===== src/rtl/ps2_pkg.sv =====
// Shared definitions for the PS/2 keyboard event path: scan-code prefixes,
// the layout of a 10-bit key event, and the frame receiver states.
package ps2_pkg;

   localparam logic [7:0] PREFIX_EXT   = 8'hE0;
   localparam logic [7:0] PREFIX_BREAK = 8'hF0;

   // Event layout: {ext, release, code[7:0]}
   localparam int EVT_W        = 10;
   localparam int EVT_EXT_BIT  = 9;
   localparam int EVT_REL_BIT  = 8;
   localparam int EVT_CODE_LSB = 0;

   typedef logic [EVT_W-1:0] ps2_evt_t;

   typedef enum logic [1:0] {
      ST_IDLE,
      ST_DATA,
      ST_PARITY,
      ST_STOP
   } frame_state_t;

   function automatic ps2_evt_t make_evt(input logic ext, input logic rel, input logic [7:0] code);
      ps2_evt_t e;
      e = '0;
      e[EVT_EXT_BIT]          = ext;
      e[EVT_REL_BIT]          = rel;
      e[EVT_CODE_LSB +: 8]    = code;
      return e;
   endfunction

endpackage


===== src/rtl/ps2_keyboard_events_if.sv =====
// Push/pop bundle between the key event producer and the event FIFO.
// The master side pushes events and requests pops; the slave side is the FIFO.
interface ps2_keyboard_events_if
   import ps2_pkg::*;
#(
   parameter int WIDTH = EVT_W,
   parameter int LW    = 4
);
   logic             push_valid;
   logic [WIDTH-1:0] push_data;
   logic             pop_ready;
   logic             pop_valid;
   logic [WIDTH-1:0] pop_data;
   logic [LW-1:0]    level;
   logic             overflow;

   modport master (
      output push_valid, push_data, pop_ready,
      input  pop_valid, pop_data, level, overflow
   );

   modport slave (
      input  push_valid, push_data, pop_ready,
      output pop_valid, pop_data, level, overflow
   );
endinterface


===== src/rtl/ps2_event_fifo.sv =====
// Show-ahead event FIFO: the head entry is always visible on pop_data.
// A push into a full FIFO succeeds only when a pop frees a slot in the same
// cycle; otherwise the event is dropped and the sticky overflow flag is set.
module ps2_event_fifo
   import ps2_pkg::*;
#(
   parameter int DEPTH = 8,
   parameter int WIDTH = EVT_W
) (
   input  logic                 i_clk,
   input  logic                 i_rst_n,
   ps2_keyboard_events_if.slave bus
);
   localparam int AW = $clog2(DEPTH);

   logic [WIDTH-1:0] r_mem [DEPTH];
   logic [AW-1:0]    r_wr_ptr;
   logic [AW-1:0]    r_rd_ptr;
   logic [AW:0]      r_count;
   logic             r_ovf;
   logic             w_full;
   logic             w_empty;
   logic             w_push;
   logic             w_pop;

   assign w_full  = (r_count == (AW+1)'(DEPTH));
   assign w_empty = (r_count == '0);
   assign w_pop   = bus.pop_ready && !w_empty;
   assign w_push  = bus.push_valid && (!w_full || w_pop);

   // Storage write; left unreset so it maps onto plain memory
   always_ff @(posedge i_clk) begin
      if (w_push) begin
         r_mem[r_wr_ptr] <= bus.push_data;
      end
   end

   // Pointers wrap naturally since DEPTH is a power of two
   always_ff @(posedge i_clk) begin
      if (!i_rst_n) begin
         r_wr_ptr <= '0;
         r_rd_ptr <= '0;
         r_count  <= '0;
         r_ovf    <= 1'b0;
      end else begin
         if (w_push) r_wr_ptr <= r_wr_ptr + AW'(1);
         if (w_pop)  r_rd_ptr <= r_rd_ptr + AW'(1);
         if (w_push && !w_pop)      r_count <= r_count + (AW+1)'(1);
         else if (w_pop && !w_push) r_count <= r_count - (AW+1)'(1);
         if (bus.push_valid && !w_push) r_ovf <= 1'b1;
      end
   end

   assign bus.pop_valid = !w_empty;
   assign bus.pop_data  = w_empty ? '0 : r_mem[r_rd_ptr];
   assign bus.level     = r_count;
   assign bus.overflow  = r_ovf;

endmodule


===== src/rtl/ps2_keyboard_events.sv =====
// PS/2 keyboard receiver: synchronises and de-glitches the keyboard lines,
// deframes 11-bit frames, folds E0/F0 prefixes into flags and queues
// {ext, release, code} events for a ready/valid consumer.
module ps2_keyboard_events
   import ps2_pkg::*;
#(
   parameter int FIFO_DEPTH     = 8,
   parameter int FILTER_LEN     = 8,
   parameter int TIMEOUT_CYCLES = 200000
) (
   input  logic                          CLK100MHZ,
   input  logic                          CPU_RESETN,
   input  logic                          PS2_CLK,
   input  logic                          PS2_DATA,
   input  logic                          EVT_READY,
   output logic                          EVT_VALID,
   output logic [EVT_W-1:0]              EVT_DATA,
   output logic [31:0]                   RAW_HISTORY,
   output logic [$clog2(FIFO_DEPTH):0]   FIFO_LEVEL,
   output logic                          FRAME_ERR,
   output logic [7:0]                    ERR_COUNT,
   output logic                          OVERFLOW
);
   localparam int FW = $clog2(FILTER_LEN + 1);
   localparam int TW = $clog2(TIMEOUT_CYCLES + 1);
   localparam int LW = $clog2(FIFO_DEPTH) + 1;

   logic          r_clk_s1, r_clk_s2, r_dat_s1, r_dat_s2;
   logic          r_filt_clk;
   logic [FW-1:0] r_filt_cnt;
   logic          r_strobe;
   logic          w_filt_flip;

   frame_state_t  r_state, w_state_next;
   logic [2:0]    r_bit_cnt;
   logic [7:0]    r_shift;
   logic          r_ones;
   logic          r_par_ok;
   logic [TW-1:0] r_tmo_cnt;
   logic          w_tmo;
   logic          w_frame_ok;
   logic          w_frame_err;
   logic          r_byte_vld;
   logic          r_frame_err;
   logic [7:0]    r_err_cnt;

   logic [31:0]   r_hist;
   logic          r_ext, r_rel;
   logic          w_is_ext, w_is_brk;

   ps2_keyboard_events_if #(.WIDTH(EVT_W), .LW(LW)) w_evt_bus ();

   // Two-flop synchronisers; both lines idle high
   always_ff @(posedge CLK100MHZ) begin
      if (!CPU_RESETN) begin
         r_clk_s1 <= 1'b1;
         r_clk_s2 <= 1'b1;
         r_dat_s1 <= 1'b1;
         r_dat_s2 <= 1'b1;
      end else begin
         r_clk_s1 <= PS2_CLK;
         r_clk_s2 <= r_clk_s1;
         r_dat_s1 <= PS2_DATA;
         r_dat_s2 <= r_dat_s1;
      end
   end

   // A new PS2_CLK level is accepted after FILTER_LEN consecutive differing samples
   assign w_filt_flip = (r_clk_s2 != r_filt_clk) && (r_filt_cnt == FW'(FILTER_LEN - 1));

   // Glitch filter and one-cycle strobe on each accepted falling edge
   always_ff @(posedge CLK100MHZ) begin
      if (!CPU_RESETN) begin
         r_filt_clk <= 1'b1;
         r_filt_cnt <= '0;
         r_strobe   <= 1'b0;
      end else begin
         r_strobe <= w_filt_flip && r_filt_clk;
         if (r_clk_s2 == r_filt_clk) begin
            r_filt_cnt <= '0;
         end else if (w_filt_flip) begin
            r_filt_clk <= r_clk_s2;
            r_filt_cnt <= '0;
         end else begin
            r_filt_cnt <= r_filt_cnt + FW'(1);
         end
      end
   end

   assign w_tmo = (r_state != ST_IDLE) && !r_strobe && (r_tmo_cnt == TW'(TIMEOUT_CYCLES - 1));

   // Frame state register
   always_ff @(posedge CLK100MHZ) begin
      if (!CPU_RESETN) r_state <= ST_IDLE;
      else             r_state <= w_state_next;
   end

   // Frame next-state and accept/reject decisions; a timeout overrides everything
   always_comb begin
      w_state_next = r_state;
      w_frame_ok   = 1'b0;
      w_frame_err  = 1'b0;
      case (r_state)
         ST_IDLE:   if (r_strobe && !r_dat_s2) w_state_next = ST_DATA;
         ST_DATA:   if (r_strobe && (r_bit_cnt == 3'd7)) w_state_next = ST_PARITY;
         ST_PARITY: if (r_strobe) w_state_next = ST_STOP;
         ST_STOP: begin
            if (r_strobe) begin
               w_state_next = ST_IDLE;
               if (r_par_ok && r_dat_s2) w_frame_ok  = 1'b1;
               else                      w_frame_err = 1'b1;
            end
         end
         default:   w_state_next = ST_IDLE;
      endcase
      if (w_tmo) begin
         w_state_next = ST_IDLE;
         w_frame_err  = 1'b1;
      end
   end

   // Bit shifting, parity tracking, idle timer and error accounting
   always_ff @(posedge CLK100MHZ) begin
      if (!CPU_RESETN) begin
         r_bit_cnt   <= '0;
         r_shift     <= '0;
         r_ones      <= 1'b0;
         r_par_ok    <= 1'b0;
         r_tmo_cnt   <= '0;
         r_byte_vld  <= 1'b0;
         r_frame_err <= 1'b0;
         r_err_cnt   <= '0;
      end else begin
         r_byte_vld  <= w_frame_ok;
         r_frame_err <= w_frame_err;
         if (w_frame_err && (r_err_cnt != 8'hFF)) r_err_cnt <= r_err_cnt + 8'd1;
         if ((r_state == ST_IDLE) || r_strobe) r_tmo_cnt <= '0;
         else                                  r_tmo_cnt <= r_tmo_cnt + TW'(1);
         if (r_strobe) begin
            case (r_state)
               ST_IDLE: begin
                  r_bit_cnt <= '0;
                  r_ones    <= 1'b0;
               end
               ST_DATA: begin
                  r_shift   <= {r_dat_s2, r_shift[7:1]};
                  r_ones    <= r_ones ^ r_dat_s2;
                  r_bit_cnt <= r_bit_cnt + 3'd1;
               end
               ST_PARITY: r_par_ok <= r_ones ^ r_dat_s2;
               default: ;
            endcase
         end
      end
   end

   assign w_is_ext = (r_shift == PREFIX_EXT);
   assign w_is_brk = (r_shift == PREFIX_BREAK);

   // Byte history and prefix flags, updated the cycle after a frame is accepted
   always_ff @(posedge CLK100MHZ) begin
      if (!CPU_RESETN) begin
         r_hist <= '0;
         r_ext  <= 1'b0;
         r_rel  <= 1'b0;
      end else if (r_byte_vld) begin
         r_hist <= {r_hist[23:0], r_shift};
         if (w_is_ext) begin
            r_ext <= 1'b1;
         end else if (w_is_brk) begin
            r_rel <= 1'b1;
         end else begin
            r_ext <= 1'b0;
            r_rel <= 1'b0;
         end
      end
   end

   assign w_evt_bus.push_valid = r_byte_vld && !w_is_ext && !w_is_brk;
   assign w_evt_bus.push_data  = make_evt(r_ext, r_rel, r_shift);
   assign w_evt_bus.pop_ready  = EVT_READY;

   ps2_event_fifo #(.DEPTH(FIFO_DEPTH), .WIDTH(EVT_W)) u_fifo (
      .i_clk   (CLK100MHZ),
      .i_rst_n (CPU_RESETN),
      .bus     (w_evt_bus)
   );

   assign EVT_VALID   = w_evt_bus.pop_valid;
   assign EVT_DATA    = w_evt_bus.pop_data;
   assign FIFO_LEVEL  = w_evt_bus.level;
   assign OVERFLOW    = w_evt_bus.overflow;
   assign RAW_HISTORY = r_hist;
   assign FRAME_ERR   = r_frame_err;
   assign ERR_COUNT   = r_err_cnt;

endmodule

===== config.mk =====
export PLATFORM = sky130hd
export DESIGN_NAME = ps2_keyboard_events
export DESIGN_NICKNAME = d
export VERILOG_FILES = /design/src/rtl/ps2_pkg.sv /design/src/rtl/ps2_keyboard_events_if.sv /design/src/rtl/ps2_event_fifo.sv /design/src/rtl/ps2_keyboard_events.sv
export SDC_FILE = /design/constraint.sdc
export NUM_CORES = 1
export LEC_CHECK = 0
export ABC_AREA = 1
export BUFFER_PORTS_ARGS = -buffer_cell sky130_fd_sc_hd__buf_2
export CELL_PAD_IN_SITES_DETAIL_PLACEMENT = 0
export CELL_PAD_IN_SITES_GLOBAL_PLACEMENT = 1
export CORE_MARGIN = 4
export CORE_UTILIZATION = 41
export DETAILED_ROUTE_END_ITERATION = 8
export PLACE_DENSITY_LB_ADDON = 0.1
export SETUP_SLACK_MARGIN = 0.4
export SYNTH_ARGS = -nofsm -noshare
export SYNTH_HDL_FRONTEND = slang
export SYNTH_SLANG_ARGS = --single-unit

===== constraint.sdc =====
create_clock -name CLK100MHZ -period 2.3 [get_ports CLK100MHZ]
set_input_delay 0.46 -clock CLK100MHZ [delete_from_list [all_inputs] [get_ports CLK100MHZ]]
set_output_delay 0.46 -clock CLK100MHZ [all_outputs]
set_load 0.1 [all_outputs]

* Word-level counts from Yosys, hierarchy flattened
Memories as Yosys holds them, arrays and structs flattened. A register that Yosys moved wholly into a read port is not among the register bits. Cells that the tools add are included.
Storage, ports and cells: register bits 98, bits in writable memories 80, input bits 5, output and inout port bits 57, logic and storage cells 116, memories 1
Cells by class: $add $sub $neg 8, equality and inequality tests 17, mux-type cells 22, bitwise operators 4, reduce and logical (&&, ||, !) cells 41
Memories:
- u_fifo.r_mem | depth 8, bits a word 10, rd ports 1, clocked after memory_dff 1, write ports 1, RTL line ps2_event_fifo.sv:16 | logic [WIDTH-1:0] r_mem [DEPTH];
Operators by type and width (count):
- $add 18x1->18 const B | 1
- $eq 18x18->1 const B | 1
- $eq 8x8->1 const B | 2
- $logic_and 1x1->1 | 15
- $reduce_and 2->1 | 6
- $mux 1 | 10
- $mux 10 | 1
- $ne 2x2->1 const B | 5
- $add 3x1->3 const B | 3
- $add 4x1->4 const B | 2
- $add 8x1->8 const B | 1
- $logic_not 1->1 | 8
- $mux 2 | 4
- $mux 4 | 2
- $ne 8x8->1 const B | 1
- $pmux 2 s4 | 1
- $mux 3 | 2
- $pmux 3 s2 | 1
- $reduce_bool 2->1 | 3
- $eq 2x2->1 const B | 2
- $eq 4x3->1 const B | 1
- $eq 4x4->1 const B | 1
- $logic_not 4->1 | 1
- $reduce_and 4->1 | 1
- other kinds (13) | 17

* Logic depth before layout (Yosys ltp)
word-level depth 9, mapped depth 15, depth with buffers taken out 15

* Modules after synthesis
Synthesis repeated with hierarchy kept, for this count alone.
Unflattened totals: cell total of the unflattened synthesis 905, area total of the unflattened synthesis 7747.4 sq um
Modules (own cells, without submodules):
- ps2_event_fifo | times used 1, cells an instance 429, area each 4154.0 sq um, seq. area each 2682.6 sq um
- ps2_keyboard_events | times used 1, cells an instance 476, area each 3593.4 sq um, seq. area each 1741.7 sq um

* Worst setup path after synthesis
Ideal clock, no wire load.
path kind register -> output, from register u_fifo.r_count[0], in the netlist u_fifo.bus.level[0], to output EVT_DATA[0], arrival 3.793 ns, setup slack -1.953 ns, stages on the path, launching flop included 6, path buffers 1, cells stage by stage dfxtp_1 > nor2_1 > nand3_1 > clkbuf_1 > o21ai_0 > nor2_1
Between the ends: cells in the longest elaborated chain, start to end 2
Ends and longest elaborated chain:
- start, declared | RTL line ps2_event_fifo.sv:19 | logic [AW:0] r_count;
- start signal, assigned | RTL line ps2_event_fifo.sv:48 | if (w_push && !w_pop) r_count <= r_count + (AW+1)'(1);
- start signal, assigned | RTL line ps2_event_fifo.sv:49 | else if (w_pop && !w_push) r_count <= r_count - (AW+1)'(1);
- $logic_not 4->1 | RTL line ps2_event_fifo.sv:27 | assign w_empty = (r_count == '0);
- $mux 10 | RTL line ps2_event_fifo.sv:55 | assign bus.pop_data = w_empty ? '0 : r_mem[r_rd_ptr];
- end, declared | RTL line ps2_keyboard_events.sv:17 | output logic [EVT_W-1:0] EVT_DATA,
No other way between the ends.

==> flow_summary.toml <==
[sta]
maxSlewHeadroom_pct = 65.8
fin_ws_ns = 0.0609
max_freq_mhz = 447
fin_skew_ns = 0.0102
period_share_pct = 97.4
rsz0062_at_grt = "true"
setup_violations = 0
fin_crit_ns = 2.24
hold_viol = 0
fin_setup_tns_ns = 0
report.final.slew_viol_count = 0
tightestPinTransition_ns = 0.517

[clock_network]
cts_made_buffers = 17
cts_root_buf = "clkbuf_16"
cts_max_path_buffers = 2
worstSkewPairLatency_ns = 0.43
hold_buffers = 0
cts.sinks = 181
cts_tree = "done"
clkTransAtPathRegs_ns = 0.07
cts.htree.levels = 4

[global_routing]
grt_pass1_wl_um = 26500
grt_overflow = 0
grt_usage_pct = 16.4
grt_pass1_vias = 5332
grt_max_degree = 46
antenna_found_initial = 0

[routing]
drt-wirelength-per-cell_um = 14.7
ant_nets = 0
vias = 5539
drtPass1Iterations = 5
wl_um = 16300
via_per_inst = 4.98
drc_errors = 0
dr.first_iter.drc_count = 259

[synthesis]
synth-seq-cells = 181
yosys.area.top_type_share_pct = 32.7
netlist_instances = 789
netlist_area_mm2 = 0.00735
synth_cell_types = 38
syn_avg_cell_area_um2 = 9.32
synth_seq_area_share_pct = 60.2
synth_nets = 809
synthTopCellsByArea = "edfxtp_1 33%, dfxtp_1 28%, nor2_1 10%"
yosysTopAreaCell = "edfxtp_1"
yosys_warnings = 0

[critical_path]
cp-start-kind = "flip-flop"
crit_required_ns = 1.84
reg2reg_slack_ns = 0.31
slowest_stage = "dfxtp_4"
cp-end-kind = "output pin"
worst_path_largest_cell_delay_ns = 0.39
critical_path_class = "flip-flop to output pin"
arrival_ns = 1.78
crit_path_cell_trace = "inv_2, buf_12, nor2_1, o22ai_1, nor2_1, nor2_4, buf_12"
cp_max_fo = 30

[placement]
gp_congestion = 0.864
dpl_worst_slack_ns = 0.140
dpl.hpwl_um = 10900
io_buffers = 61

[floorplanning]
initial_core_util_pct = 42.2
die_h_um = 142
design.die.area_mm2 = 0.0201
ios = 62
die_w_um = 142
rows = 48
coreArea_mm2 = 0.0174

[power]
total_leakage_power_nw = 3.84
power_w = 0.00879
powerDensity_mw_per_mm2 = 951
ir_worst_vdd_mv = 0.852

[final_layout]
n_antenna_cell = 0
fillers = 1612
drive_above_1_share_pct = 25.2
fin_util_pct = 53.1
syn2layout_area_growth_pct = 25.7
nNetsFinal = 895

[run]
maxCapViolations = 0

[hold_path]
hold_path_class = "input port to flip-flop"

[outcome]
outcome = "complete, no violations"
[layout make-up]
| class | instances | area (um2) | share of cell area, % |
|---|---|---|---|
| clock buffer | 18 | 450 | 4.87 |
| clock inverter | 14 | 139 | 1.50 |
| inverter | 49 | 193 | 2.09 |
| multi-input combinational | 529 | 2860 | 31.0 |
| sequential | 181 | 4480 | 48.5 |
| tap | 225 | 282 | 3.05 |
| timing repair buffer | 97 | 836 | 9.04 |
[layout by cell type, fill, tap and decap left out, drive strengths merged, types with 14 or more instances in the layout]
cell type	n
a21oi	40
buf	95
clkbuf	20
dfxtp	101
edfxtp	80
ha	14
inv	54
nand2	75
nand3	30
nor2	204
o21ai	106
[path summary, 6_finish.rpt]
| path | cells past startpoint | startpoint | endpoint |
|---|---|---|---|
| worst max-delay path | 7 | flip-flop | EVT_DATA[5] |
| worst max register to register | 14 | r_shift[2] | u_fifo.bus.level[3] |
| worst min register to register | 1 | r_clk_s1 | r_clk_s2 |
| worst min-delay path | 2 | PS2_DATA | r_dat_s1 |
[worst max-delay path: cells and delay by family, from the launching register on]
family / cells / cell delay, ns
DFF: 1 / 0.39
and+or+nand+nor: 3 / 0.30
AOI/OAI and AO/OA: 1 / 0.22
buffers and inverters: 3 / 0.44
[repair_timing]
item,4_1_cts,5_1_grt
cloned,1,2
resized for setup,24,29
pin swaps,9,17
setup endpoints to repair,15,14
setup buffers,10,2
[power breakdown]
part / total, W / internal, W / switching, W
Clock: 0.00287 / 0.00159 / 0.00128
Sequential: 0.00354 / 0.00342 / 0.000121
Combinational: 0.00239 / 0.000870 / 0.00152
Total: 0.00879 / 0.00587 / 0.00292
[sequential cells by signal, indices dropped and copies added, names as in the netlist, 3 cells and up, named ones only]
| register | count |
|---|---|
| RAW_HISTORY | 32 |
| r_bit_cnt | 3 |
| u_fifo.r_mem | 80 |
| r_filt_cnt | 4 |
| u_fifo.r_rd_ptr | 3 |
| u_fifo.bus.level | 4 |
| u_fifo.r_wr_ptr | 3 |
| ERR_COUNT | 8 |
| r_tmo_cnt | 18 |
| r_shift | 8 |
[metal layers]
metal / part of all wire [%] / GRT usage, % / routed length (um) / vias to the layer above
met3: 4.1 / 3.98 / 667 / 19
met1: 43 / 20.3 / 7040 / 2590
met4: 1.5 / 5.35 / 237 / 0
li1: - / - / - / 2832
met2: 51 / 28.4 / 8380 / 98
met5: 0 / 0 / 0 / -
[metrics by stage]
stage / hold WS [ns] / cell area, um2 / instances
detailed placement: 0.400 / 8350 / 1066
global placement: 0.397 / 8350 / 1066
finish: 0.219 / 9240 / 1113
global route: 0.204 / 9240 / 1113
CTS: 0.195 / 9090 / 1109
floorplan: 0.393 / 7580 / 789
[logic make-up (layout without fill, tap and decap cells)]
group	Yosys count	after routing	share of synthesized area [%]
AO/OA/AOI/OAI	159	159	11.3
multiplexers	10	10	1.36
buffers and inverters	79	178	4.38
flip-flops	181	181	60.2
adder cells (fa/ha/maj)	15	15	2.66
AND/OR/NAND/NOR	335	335	18.9
XOR/XNOR	10	10	1.19
[synth_stat cells]
| cell type | number |
|---|---|
| nor3b_1 | 1 |
| nor2_2 | 4 |
| clkinv_1 | 1 |
| buf_2 | 6 |
| fa_1 | 1 |
| nand3_1 | 27 |
| or2_1 | 1 |
| o21ai_1 | 5 |
| dfxtp_1 | 101 |
| nand2_1 | 72 |
| nor3_1 | 8 |
| o22ai_1 | 10 |
| a311oi_1 | 1 |
| nor2_1 | 200 |
| edfxtp_1 | 80 |
| clkbuf_1 | 22 |
| or2_2 | 7 |
| nand2_4 | 1 |
| or2_0 | 1 |
| nand3b_1 | 1 |
| nor4b_1 | 1 |
| o21a_1 | 1 |
| a21oi_2 | 3 |
| nand3_2 | 3 |
| buf_1 | 1 |
| xor2_1 | 5 |
| nand2_2 | 2 |
| nand4_1 | 6 |
| o21ai_0 | 101 |
| o21bai_1 | 1 |
| clkinv_2 | 1 |
| xnor2_1 | 5 |
| inv_2 | 2 |
| buf_12 | 1 |
| a21oi_1 | 37 |
| mux2i_1 | 10 |
| ha_1 | 14 |
| inv_1 | 45 |
(Power assumes the default switching activity.)
